--- src/rtl/color2bw_pkg.sv ---
// color2bw_pkg: shared constants, coefficient select codes and the round/saturate helper
// for the color2bw_stream greyscale pipeline.
package color2bw_pkg;
    localparam int DEF_DATA_W = 8;
    localparam int DEF_COEF_W = 8;
    localparam int DEF_KR     = 54;
    localparam int DEF_KG     = 183;
    localparam int DEF_KB     = 19;
    localparam int DEF_USER_W = 2;

    typedef enum logic [1:0] {
        SEL_R = 2'd0,
        SEL_G = 2'd1,
        SEL_B = 2'd2
    } coef_sel_e;

    // Round half up by adding half an LSB before dropping the fraction, then clamp to full scale.
    function automatic logic [63:0] round_sat(input logic [63:0] sum, input int data_w, input int coef_w);
        logic [63:0] y;
        logic [63:0] y_max;
        y     = (sum + (64'd1 << (coef_w - 1))) >> coef_w;
        y_max = (64'd1 << data_w) - 64'd1;
        return (y > y_max) ? y_max : y;
    endfunction
endpackage

--- src/rtl/color2bw_mac3.sv ---
// color2bw_mac3: weighted RGB sum, S1 registers three products and S2 registers their sum.
module color2bw_mac3 import color2bw_pkg::*; #(
    parameter int DATA_W = DEF_DATA_W,
    parameter int COEF_W = DEF_COEF_W
) (
    input  logic                     clk,
    input  logic                     i_en1,
    input  logic                     i_en2,
    input  logic [DATA_W-1:0]        i_r,
    input  logic [DATA_W-1:0]        i_g,
    input  logic [DATA_W-1:0]        i_b,
    input  logic [COEF_W-1:0]        i_kr,
    input  logic [COEF_W-1:0]        i_kg,
    input  logic [COEF_W-1:0]        i_kb,
    output logic [DATA_W+COEF_W+1:0] o_sum
);
    localparam int PW = DATA_W + COEF_W;
    localparam int SW = PW + 2;

    logic [PW-1:0] r_pr;
    logic [PW-1:0] r_pg;
    logic [PW-1:0] r_pb;
    logic [SW-1:0] r_sum;

    always_ff @(posedge clk) begin
        if (i_en1) begin
            r_pr <= PW'(i_r) * PW'(i_kr);
            r_pg <= PW'(i_g) * PW'(i_kg);
            r_pb <= PW'(i_b) * PW'(i_kb);
        end
        if (i_en2)
            r_sum <= SW'(r_pr) + SW'(r_pg) + SW'(r_pb);
    end

    assign o_sum = r_sum;
endmodule

--- src/rtl/color2bw_stream.sv ---
// color2bw_stream: 3-stage valid/ready RGB-to-grey pipeline with rounding and saturation.
// Define COLOR2BW_PROG_COEF_EN to add runtime-writable coefficients via the cfg_* ports.
module color2bw_stream import color2bw_pkg::*; #(
    parameter int DATA_W = DEF_DATA_W,
    parameter int COEF_W = DEF_COEF_W,
    parameter int KR     = DEF_KR,
    parameter int KG     = DEF_KG,
    parameter int KB     = DEF_KB,
    parameter int USER_W = DEF_USER_W
) (
    input  logic              clk,
    input  logic              rst,
    input  logic              in_valid,
    output logic              in_ready,
    input  logic [DATA_W-1:0] in_r,
    input  logic [DATA_W-1:0] in_g,
    input  logic [DATA_W-1:0] in_b,
    input  logic [USER_W-1:0] in_user,
    output logic              out_valid,
    input  logic              out_ready,
    output logic [DATA_W-1:0] out_y,
    output logic [USER_W-1:0] out_user
`ifdef COLOR2BW_PROG_COEF_EN
    ,
    input  logic              cfg_we,
    input  logic [1:0]        cfg_sel,
    input  logic [COEF_W-1:0] cfg_data
`endif
);
    logic                     r_v1;
    logic                     r_v2;
    logic                     r_v3;
    logic [USER_W-1:0]        r_u1;
    logic [USER_W-1:0]        r_u2;
    logic [USER_W-1:0]        r_u3;
    logic [DATA_W-1:0]        r_y;
    logic                     w_en1;
    logic                     w_en2;
    logic                     w_en3;
    logic [COEF_W-1:0]        w_kr;
    logic [COEF_W-1:0]        w_kg;
    logic [COEF_W-1:0]        w_kb;
    logic [DATA_W+COEF_W+1:0] w_sum;

    // A stage may advance when it is empty or the stage after it is advancing.
    assign w_en3 = !r_v3 || out_ready;
    assign w_en2 = !r_v2 || w_en3;
    assign w_en1 = !r_v1 || w_en2;
    assign in_ready = w_en1;

`ifdef COLOR2BW_PROG_COEF_EN
    logic [COEF_W-1:0] r_kr;
    logic [COEF_W-1:0] r_kg;
    logic [COEF_W-1:0] r_kb;
    coef_sel_e         w_sel;

    assign w_sel = coef_sel_e'(cfg_sel);

    always_ff @(posedge clk) begin
        if (rst) begin
            r_kr <= COEF_W'(KR);
            r_kg <= COEF_W'(KG);
            r_kb <= COEF_W'(KB);
        end else if (cfg_we) begin
            if (w_sel == SEL_R) r_kr <= cfg_data;
            if (w_sel == SEL_G) r_kg <= cfg_data;
            if (w_sel == SEL_B) r_kb <= cfg_data;
        end
    end

    assign w_kr = r_kr;
    assign w_kg = r_kg;
    assign w_kb = r_kb;
`else
    assign w_kr = COEF_W'(KR);
    assign w_kg = COEF_W'(KG);
    assign w_kb = COEF_W'(KB);
`endif

    color2bw_mac3 #(
        .DATA_W (DATA_W),
        .COEF_W (COEF_W)
    ) u_mac3 (
        .clk   (clk),
        .i_en1 (w_en1 && in_valid),
        .i_en2 (w_en2 && r_v1),
        .i_r   (in_r),
        .i_g   (in_g),
        .i_b   (in_b),
        .i_kr  (w_kr),
        .i_kg  (w_kg),
        .i_kb  (w_kb),
        .o_sum (w_sum)
    );

    always_ff @(posedge clk) begin
        if (rst) begin
            r_v1 <= 1'b0;
            r_v2 <= 1'b0;
            r_v3 <= 1'b0;
            r_y  <= '0;
            r_u3 <= '0;
        end else begin
            if (w_en1) r_v1 <= in_valid;
            if (w_en2) r_v2 <= r_v1;
            if (w_en3) r_v3 <= r_v2;
            if (w_en1 && in_valid) r_u1 <= in_user;
            if (w_en2 && r_v1) r_u2 <= r_u1;
            if (w_en3 && r_v2) begin
                r_y  <= DATA_W'(round_sat(64'(w_sum), DATA_W, COEF_W));
                r_u3 <= r_u2;
            end
        end
    end

    assign out_valid = r_v3;
    assign out_y     = r_y;
    assign out_user  = r_u3;
endmodule

--- config.mk ---
export PLATFORM = sky130hd
export DESIGN_NAME = color2bw_stream
export DESIGN_NICKNAME = d
export VERILOG_FILES = /design/src/rtl/color2bw_pkg.sv /design/src/rtl/color2bw_mac3.sv /design/src/rtl/color2bw_stream.sv
export SDC_FILE = /design/constraint.sdc
export NUM_CORES = 1
export LEC_CHECK = 0
export CORE_UTILIZATION = 60
export DETAILED_ROUTE_END_ITERATION = 7
export GPL_ROUTABILITY_DRIVEN = 0
export GPL_TIMING_DRIVEN = 0
export MAX_ROUTING_LAYER = met4
export PLACE_DENSITY = 0.85
export RECOVER_POWER = 50
export SETUP_SLACK_MARGIN = 0.2
export SLEW_MARGIN = 15
export SYNTH_ARGS = -nofsm -noshare
export SYNTH_HDL_FRONTEND = slang
export SYNTH_SLANG_ARGS = --single-unit
--- constraint.sdc ---
create_clock -name clk -period 5.4 [get_ports clk]
set_input_delay 1.08 -clock clk [delete_from_list [all_inputs] [get_ports clk]]
set_output_delay 1.08 -clock clk [all_outputs]
set_load 0.02 [all_outputs]
==> results.cfg, run 1 <==
[run_status]
status = finished, violations left
violations = max-capacitance violations, max-slew violations

[yosys]
synth-seq-cells = 70
synth_edf_count = 57
async_reset_ff_share_pct = 0
synth_area_per_cell_um2 = 10.4
syn_nets = 792
synth_flop_cell = edfxtp_1
synth.cell_area_um2 = 6370
ys_seq_area_share_pct = 31.0
synthCells = 613
ys_warn_count = 0
synth_cell_types = 56

[clocking]
cts.htree.levels = 3
cts_buffers = 9
clk_path_buf_depth = 2
ctsResizeCount = 0
cts.sinks = 70
cts.clk_slew.worst_paths_ns = 0.09
cts_tree = built
postCtsSetupRepairBufs = 0
cts_hold_buf = 0
root_buffer = clkbuf_8
clk_latency_ns = 0.35

[finish]
nets = 846
layout-drive-gt1-share_pct = 4.46
fin_cells = 808
n_fill_cell = 730
syn_to_final_growth_pct = 12.9
antenna_cells = 0

[sta]
tightest_slew_ns = 2.01
max_freq_ghz = 0.200
skew_ns = 0.0204
finalCritPeriodShare_pct = 92.7
finalHoldViolations = 0
setup_tns_ns = 0
period_needed_ns = 5.01
setup_violations = 0
slew_headroom_pct = -34.6
rsz0062_at_grt = false
slew_violations = 19

[route]
wirelength_um = 12000
routed_via_density = 5.62
drt_iter0_markers = 174
final_antenna_net_count = 0
wl_per_cell_um = 14.8
via_count = 4543
first_pass_iters = 4
drc = 0

[pwr]
clkPwrFrac_pct = 11.6
power.internal_mw = 2.38
power_frac_comb_pct = 64.9
power_leakage_nw = 3.32
p_per_area_nw_per_um2 = 573
vdd_drop_max_mv = 0.371
power.switching_mw = 1.74
seq_power_share_pct = 23.5
netSwitchingFraction_pct = 42.3

[floorplanning]
die_area_um2 = 11000
die_width_um = 105
start_util_pct = 61.7
core_um2 = 10300
pin_count = 42
rows = 37
die_y_um = 105

[grt]
grt_start_max_net_pins = 27
grt_pass1_vias = 4781
grtUsageTotal_pct = 24.3
antenna_found_initial = 0
grt-ovfl-total = 0
grt_first_pass_wirelength_um = 20700

[worst_hold_path]
min-delay-start = r_u1[0]
min_path_type = flip-flop to flip-flop

[placement]
hpwl_um = 9860
port_buffers = 41
post-place-cells = 792

[setup_path]
path_class = input pin to flip-flop
crit_fanout = 6
setup.worst_path.end_class = flip-flop
rr_startpoint = u_mac3.r_pr[1]
crit_start = in_g[1]
required_ns = 5.48
arrival_ns = 5.09
timing.critical_path.from_type = input pin

[flow_run]
cap_violations = 1
-- critical path, cell delays in order --
cell           delay, ns
dlygate4sd3_1       0.63
ha_1                0.38
fa_1                0.53
fa_1                0.54
inv_1               0.05
fa_1                0.52
inv_1               0.04
ha_1                0.37
o21a_1              0.21
nor2_1              0.09
a21oi_1             0.07
a41oi_1             0.28
a21oi_1             0.11
xor2_1              0.16
-- power by group through the flow --
| stage | clock network (mW) | registers, mW | logic (mW) |
|---|---|---|---|
| 5_1_grt | 0.509 | 0.984 | 2.97 |
| 6_report | 0.479 | 0.968 | 2.67 |
| 3_3_place_gp | 0 | 0.975 | 2.45 |
| 3_5_place_dp | 0 | 0.979 | 2.62 |
| 2_1_floorplan | 0 | 0.958 | 2.10 |
| 4_1_cts | 0.484 | 0.969 | 2.67 |
-- cells in the final DEF (no fill, tap or decap), types with 4 or more instances in the layout --
cell and n:
a211oi_1 11, a21o_1 13, a21oi_1 36, and3_1 4
clkbuf_1 6, clkbuf_8 9, clkdlybuf4s50_1 21, dfxtp_1 13
dlygate4sd3_1 20, edfxtp_1 57, fa_1 35, ha_1 114
inv_1 94, nand2_1 22, nand2b_1 4, nand3_1 10
nand4_1 5, nor2_1 39, nor2b_1 13, nor3_1 6
o21a_1 11, o21ai_0 13, or2_2 4, xnor2_1 33
xor2_1 17
-- cell usage after synthesis (5+ instances only) --
library cell	n	area, µm²
xnor2_1	33	289
a211oi_1	11	82.6
nand4_1	5	31.3
edfxtp_1	57	1710
fa_1	35	701
o21ai_0	13	65.1
nand3_1	10	50.1
dfxtp_1	13	260
xor2_1	17	149
nand2_1	22	82.6
ha_1	114	1430
nor2b_1	13	81.3
nor3_1	6	30.0
o21a_1	11	82.6
a21o_1	13	97.6
inv_1	94	353
nor2_1	39	146
a21oi_1	36	180
-- routing by layer --
metal / part of all wire, % / GRT usage [%] / vias up
met5: 0 / - / -
met4: 2.4 / 8.45 / 0
met3: 2.5 / 3.81 / 30
met2: 54 / 45.3 / 83
met1: 41 / 25.9 / 2165
li1: - / - / 2265
-- registers in the layout, indices dropped and copies added, names as in the netlist --
register and cells:
out_y 8, r_u2 2, out_valid 1, r_v1 1
out_user 2, u_mac3.r_pg 16, u_mac3.r_pr 13, r_v2 1
r_u1 2, u_mac3.r_pb 13, u_mac3.o_sum 11
-- worst paths after layout --
path	endpoint	slack, ns	depth (start not counted)
hold reg to reg	r_u2[0]	0.43	0
setup reg to reg	u_mac3.o_sum[16]	1.53	17
hold / removal	r_u2[0]	0.43	0
setup / recovery	u_mac3.r_pg[15]	0.39	14
-- logic make-up (layout without fill, tap and decap cells) --
| kind of cell | Yosys count | count (layout) | synth area share, % |
|---|---|---|---|
| AO/OA/AOI/OAI | 120 | 120 | 12.9 |
| XOR/XNOR | 50 | 50 | 6.88 |
| adder cells (fa/ha/maj) | 149 | 149 | 33.4 |
| buffers and inverters | 98 | 157 | 5.78 |
| flip-flops | 70 | 70 | 31.0 |
| multiplexers | 4 | 4 | 0.668 |
| other | 1 | 1 | 0.0589 |
| AND/OR/NAND/NOR | 121 | 121 | 9.36 |
-- layout make-up --
type / count / area (µm²) / share of cell area, %
multi-input combinational: 445 / 4030 / 56.0
sequential: 70 / 1970 / 27.4
timing repair buffer: 43 / 418 / 5.81
inverter: 94 / 353 / 4.91
clock buffer: 11 / 174 / 2.42
tap: 136 / 170 / 2.37
clock inverter: 5 / 61.3 / 0.853
buffer: 4 / 15.0 / 0.209
-- per-stage QoR --
| stage | util, % | cell area (µm²) | hold slack [ns] | worst slack (ns) | total power [mW] |
|---|---|---|---|---|---|
| 6_report | 69.6 | 7190 | 0.426 | 0.393 | 4.12 |
| 5_1_grt | 69.6 | 7190 | 0.450 | 0.262 | 4.47 |
| 4_1_cts | 70.1 | 7230 | 0.428 | 0.491 | 4.12 |
| 3_5_place_dp | 67.8 | 7000 | 0.408 | 0.131 | 3.60 |
| 3_3_place_gp | 67.3 | 6950 | 0.404 | 0.129 | 3.42 |
| 2_1_floorplan | - | 6370 | 0.400 | 0.953 | 3.06 |
Note: power is estimated with default switching activity, not from simulation.
==> run 2: changes to the inputs <==
--- a/config.mk
+++ b/config.mk
@@ -7,12 +7,13 @@
 export LEC_CHECK = 0
 export CORE_UTILIZATION = 60
 export DETAILED_ROUTE_END_ITERATION = 7
+export DONT_BUFFER_PORTS = 1
 export GPL_ROUTABILITY_DRIVEN = 0
 export GPL_TIMING_DRIVEN = 0
 export MAX_ROUTING_LAYER = met4
-export PLACE_DENSITY = 0.85
+export PLACE_DENSITY = 0.8
 export RECOVER_POWER = 50
-export SETUP_SLACK_MARGIN = 0.2
+export SETUP_SLACK_MARGIN = 0.05
 export SLEW_MARGIN = 15
 export SYNTH_ARGS = -nofsm -noshare
 export SYNTH_HDL_FRONTEND = slang
==> run 2 against run 1 <==
The run still ends with max-capacitance violations, max-slew violations left. Sequential cell count did not move. Power fell by 5.6%. Combinational power fell by 5%. Cell count fell by 5.1%. Wire length fell by 7.3%. Sequential power rose by 1%. Critical endpoint is now u_mac3.r_pg[13]. Largest power group unchanged.
==> results.cfg, run 2 (synthesis gave the netlist of run 1 again) <==
[run_status]
status = finished, violations left
violations = max-capacitance violations, max-slew violations

[placement]
post-place-cells = 751
hpwl_um = 9490
port_buffers = 0
pre_cts_ws_ns = 0.772
postPlaceCellArea_um2 = 6590

[route]
routed_via_density = 5.55
drc = 0
drt_iter0_markers = 193
first_pass_iters = 5
via_count = 4258
wirelength_um = 11100
wl_per_cell_um = 14.5
final_antenna_net_count = 0

[finish]
syn_to_final_growth_pct = 5.54
largest-register = u_mac3.r_pg
largest_registers = u_mac3.r_pg (16), u_mac3.r_pb (13), u_mac3.r_pr (13)
antenna_cells = 0
fin_cells = 767
nets = 805
n_fill_cell = 798
multi_input_area_um2 = 4030
regArea_um2 = 1970
final_common_cell = ha_1
finish.instance_area_um2 = 6720
mostFrequentLayoutCells = ha_1, inv_1, edfxtp_1, nor2_1, a21oi_1
largest_reg_flops = 16
layout-drive-gt1-share_pct = 4.60

[clocking]
cts_hold_buf = 0
cts.clk_slew.worst_paths_ns = 0.07
clk_latency_ns = 0.35
postCtsSetupRepairBufs = 0
cts.sinks = 70
cts_buffers = 9
cts.htree.levels = 3
cts_tree = built
clk_path_buf_depth = 2
root_buffer = clkbuf_8
ctsResizeCount = 0

[floorplanning]
pin_count = 42
core_um2 = 10300
die_area_um2 = 11000
die_width_um = 105
die_y_um = 105
rows = 37
start_util_pct = 61.7

[sta]
max_freq_ghz = 0.234
finalHoldViolations = 0
finalCritPeriodShare_pct = 79.2
rsz0062_at_grt = false
setup_ws_ns = 1.12
setup_tns_ns = 0
tightest_slew_ns = 1.79
slew_headroom_pct = -19.8
skew_ns = 0.00843
slew_violations = 17
period_needed_ns = 4.28
setup_violations = 0

[setup_path]
slowest_stage = fa_1
crit_fanout = 6
setup.worst_path.end_class = flip-flop
timing.critical_path.from_type = input pin
crit_family = adder cells
path_class = input pin to flip-flop
cp.depth = 13
crit_chain = ha_1, fa_1, fa_1, inv_1, fa_1, inv_1, ha_1, o21a_1, nor2_1, a21oi_1, a41oi_1, nor2b_1, xnor2_1
critPathMaxStageDelay_ns = 0.54
arrival_ns = 4.38
cp_common_cell = fa_1
reg2reg_depth = 17
required_ns = 5.50
r2r_setup_slack_ns = 1.81
worst-path-buf-inv = 2

[worst_hold_path]
min_path_type = flip-flop to flip-flop
hold_depth = 0

[pwr]
finalPower_mw = 3.89
vdd_drop_max_mv = 0.350
power_leakage_nw = 3.10
p_per_area_nw_per_um2 = 579

[flow_run]
cap_violations = 1

[grt]
grt_pass1_vias = 4473
grt_start_max_net_pins = 29
grt_first_pass_wirelength_um = 19700
antenna_found_initial = 0
grt-ovfl-total = 0
grtUsageTotal_pct = 23.1
-- run 2: cell types whose count changed in the layout (fill, tap and decap cells not counted) --
cell	change
clkinvlp_4	+2
clkbuf_16	-2
dlygate4sd3_1	-20
clkbuf_8	+1
inv_6	-1
clkinv_4	-1
bufinv_16	-1
clkdlybuf4s50_1	-21
clkinv_2	+1
clkinv_1	+1
-- run 2: report_power, final --
group | total, mW | internal (mW) | switching, mW
Sequential | 0.978 | 0.893 | 0.0851
Clock | 0.367 | 0.176 | 0.191
Combinational | 2.54 | 1.19 | 1.36
-- run 2: area by class of cell --
class	instances	share of cell area [%]
Multi-Input combinational cell	445	59.9
Sequential cell	70	29.3
Inverter	94	5.25
Tap cell	136	2.53
Clock buffer	10	2.05
Clock inverter	6	0.559
Buffer	4	0.223
Timing Repair Buffer	2	0.112
-- run 2: worst paths after layout --
kind,startpoint,endpoint
setup / recovery,in_g[1],u_mac3.r_pg[13]
hold / removal,r_u1[0],r_u2[0]
setup reg to reg,u_mac3.r_pg[1],u_mac3.o_sum[16]
hold reg to reg,r_u1[0],r_u2[0]
-- run 2: per-layer routing --
metal | track usage (%) | vias to the layer above | part of all wire (%)
li1 | - | 2176 | -
met2 | 40.9 | 64 | 52
met4 | 7.95 | 0 | 1.6
met1 | 26.3 | 2004 | 44
met5 | - | - | 0
met3 | 3.87 | 14 | 2.6
-- run 2: worst register-to-register path, stage by stage (launching register included) --
cell and delay, ns:
edfxtp_1 0.37, ha_1 0.24, inv_1 0.08, fa_1 0.19
nor2b_1 0.07, o2111ai_1 0.32, nand2_1 0.15, a21o_1 0.21
a21oi_1 0.17, xnor2_1 0.14, ha_1 0.31, a21o_1 0.20
a21oi_1 0.13, nor2b_1 0.07, o41a_1 0.32, o22ai_2 0.18
a211o_1 0.15, nand2_1 0.05
-- run 2: through the flow --
step                      utilization [%]  hold WS [ns]
after detailed placement             63.8         0.417
final                                65.1         0.429
after CTS                            65.5         0.434
after floorplan                         -         0.400
after global placement               63.3         0.407
after global routing                 65.1         0.444
==> run 3: changes to the inputs <==
==> constraint.sdc (replaced) <==
create_clock -name clk -period 4.2 [get_ports clk]
set_input_delay 0.84 -clock clk [delete_from_list [all_inputs] [get_ports clk]]
set_output_delay 0.84 -clock clk [all_outputs]
set_load 0.02 [all_outputs]
==> run 3 against run 2 <==
The flow still finishes with violations (max-capacitance violations, max-slew violations). Die area is the same. Sequential power grew 29%. Non-clock buffer count is the same. Register-to-register slack lost 1.3 ns. Hold slack gained 0.00093 ns. Clock power grew 65%. Wire length grew 0.94%. First-iteration DRC count shrank 35%. Worst setup slack lost 0.88 ns. Cell count shrank 0.13%. Final area grew 0.80%. Global-route usage is essentially flat. Critical path type unchanged.
==> results.cfg, run 3 (synthesis gave the netlist of run 1 again) <==
[finish]
nets = 805
largest-register = u_mac3.r_pg
syn_to_final_growth_pct = 6.39
mostFrequentLayoutCells = ha_1, inv_1, edfxtp_1, nor2_1
finish.instance_area_um2 = 6770
n_fill_cell = 816
regArea_um2 = 1970
largest_registers = u_mac3.r_pg (16), u_mac3.r_pb (13), u_mac3.r_pr (13)
layout-drive-gt1-share_pct = 4.76
final_common_cell = ha_1
multi_input_area_um2 = 4030
antenna_cells = 0
largest_reg_flops = 16
final_util_pct = 65.6

[run_status]
status = finished, violations left
violations = max-capacitance violations, max-slew violations

[pwr]
power_leakage_nw = 3.12
finalPower_mw = 5.15
vdd_drop_max_mv = 0.499
p_per_area_nw_per_um2 = 760

[clocking]
cts_tree = built
cts_buffers = 9
postCtsSetupRepairBufs = 0
root_buffer = clkbuf_8
cts.clk_slew.worst_paths_ns = 0.07
clk_path_buf_depth = 2
clk_latency_ns = 0.35
cts.sinks = 70
cts.htree.levels = 3

[placement]
hpwl_um = 9500
postPlaceCellArea_um2 = 6590
port_buffers = 0
pre_cts_ws_ns = -0.179

[sta]
skew_ns = 0.00970
max_freq_ghz = 0.253
finalCritPeriodShare_pct = 94.3
period_needed_ns = 3.96
tightest_slew_ns = 1.95
setup_ws_ns = 0.240
rsz0062_at_grt = false
finalHoldViolations = 0
slew_violations = 19
setup_violations = 0
slew_headroom_pct = -30.7
holdWs_ns = 0.430

[setup_path]
timing.critical_path.from_type = input pin
required_ns = 4.30
crit_fanout = 6
setup.worst_path.end_class = flip-flop
path_class = input pin to flip-flop
arrival_ns = 4.06

[worst_hold_path]
min_path_type = flip-flop to flip-flop

[route]
drt_iter0_markers = 125
wirelength_um = 11200
dr.max_layer_used = met4
final_antenna_net_count = 0
routed_via_density = 5.57
first_pass_iters = 5
wl_met3_um = 278
met2WireLength_um = 5900
via_count = 4269
wl_per_cell_um = 14.6
drc = 0
wirelength_met1_um = 4840

[floorplanning]
die_area_um2 = 11000
pin_count = 42
die_width_um = 105
start_util_pct = 61.7
die_y_um = 105
core_um2 = 10300
rows = 37

[grt]
antenna_found_initial = 0
grtUsageTotal_pct = 23.1
grt_start_max_net_pins = 27
grt-ovfl-total = 0
grt_first_pass_wirelength_um = 19500
grt_pass1_vias = 4480

[flow_run]
cap_violations = 1
## run 3: worst max-delay path, stage by stage
cell and delay (ns):
ha_1 0.32, fa_1 0.50, fa_1 0.55, inv_1 0.05, fa_1 0.53, inv_1 0.04
ha_1 0.38, o21a_1 0.15, nor2_1 0.04, a21oi_1 0.18, a41oi_1 0.16, nor2b_2 0.19
xnor2_1 0.13
## run 3: final cells by class
cell class,count,area share (%)
inverter,94,5.21
timing repair buffer,2,0.111
multi-input combinational,445,59.5
clock inverter,3,0.998
tap,136,2.51
sequential,70,29.1
buffer,4,0.222
clock buffer,12,2.29
## run 3: worst paths after layout
kind | start | endpoint | slack (ns) | cells past startpoint
max reg2reg | u_mac3.r_pg[1] | u_mac3.o_sum[16] | 0.56 | 17
min reg2reg | r_u1[1] | r_u2[1] | 0.43 | 0
min | r_u1[1] | r_u2[1] | 0.43 | 0
max | in_g[1] | u_mac3.r_pg[13] | 0.24 | 13
## run 3: where the power goes
group | switching, mW | leakage [nW] | total, mW | internal (mW)
clock network | 0.241 | 0.109 | 0.604 | 0.364
registers | 0.110 | 0.657 | 1.26 | 1.15
logic | 1.76 | 2.36 | 3.29 | 1.53
total | 2.11 | 3.12 | 5.15 | 3.04
## run 3: stage by stage
step,TNS (ns),cells
2_1_floorplan,0,613
3_3_place_gp,-8.26,749
3_5_place_dp,-0.562,751
4_1_cts,0,766
5_1_grt,0,766
6_report,0,766
## run 3: timing repair
action                                  in CTS  in global routing
hold buffers                                 0                  0
endpoints found under the setup margin       0                  1
resized for setup                            0                  1
## run 3: layer usage
metal,track usage [%],vias up
met5,-,-
met4,7.24,0
met3,4.24,17
met2,41.8,59
met1,25.6,2022
li1,-,2171
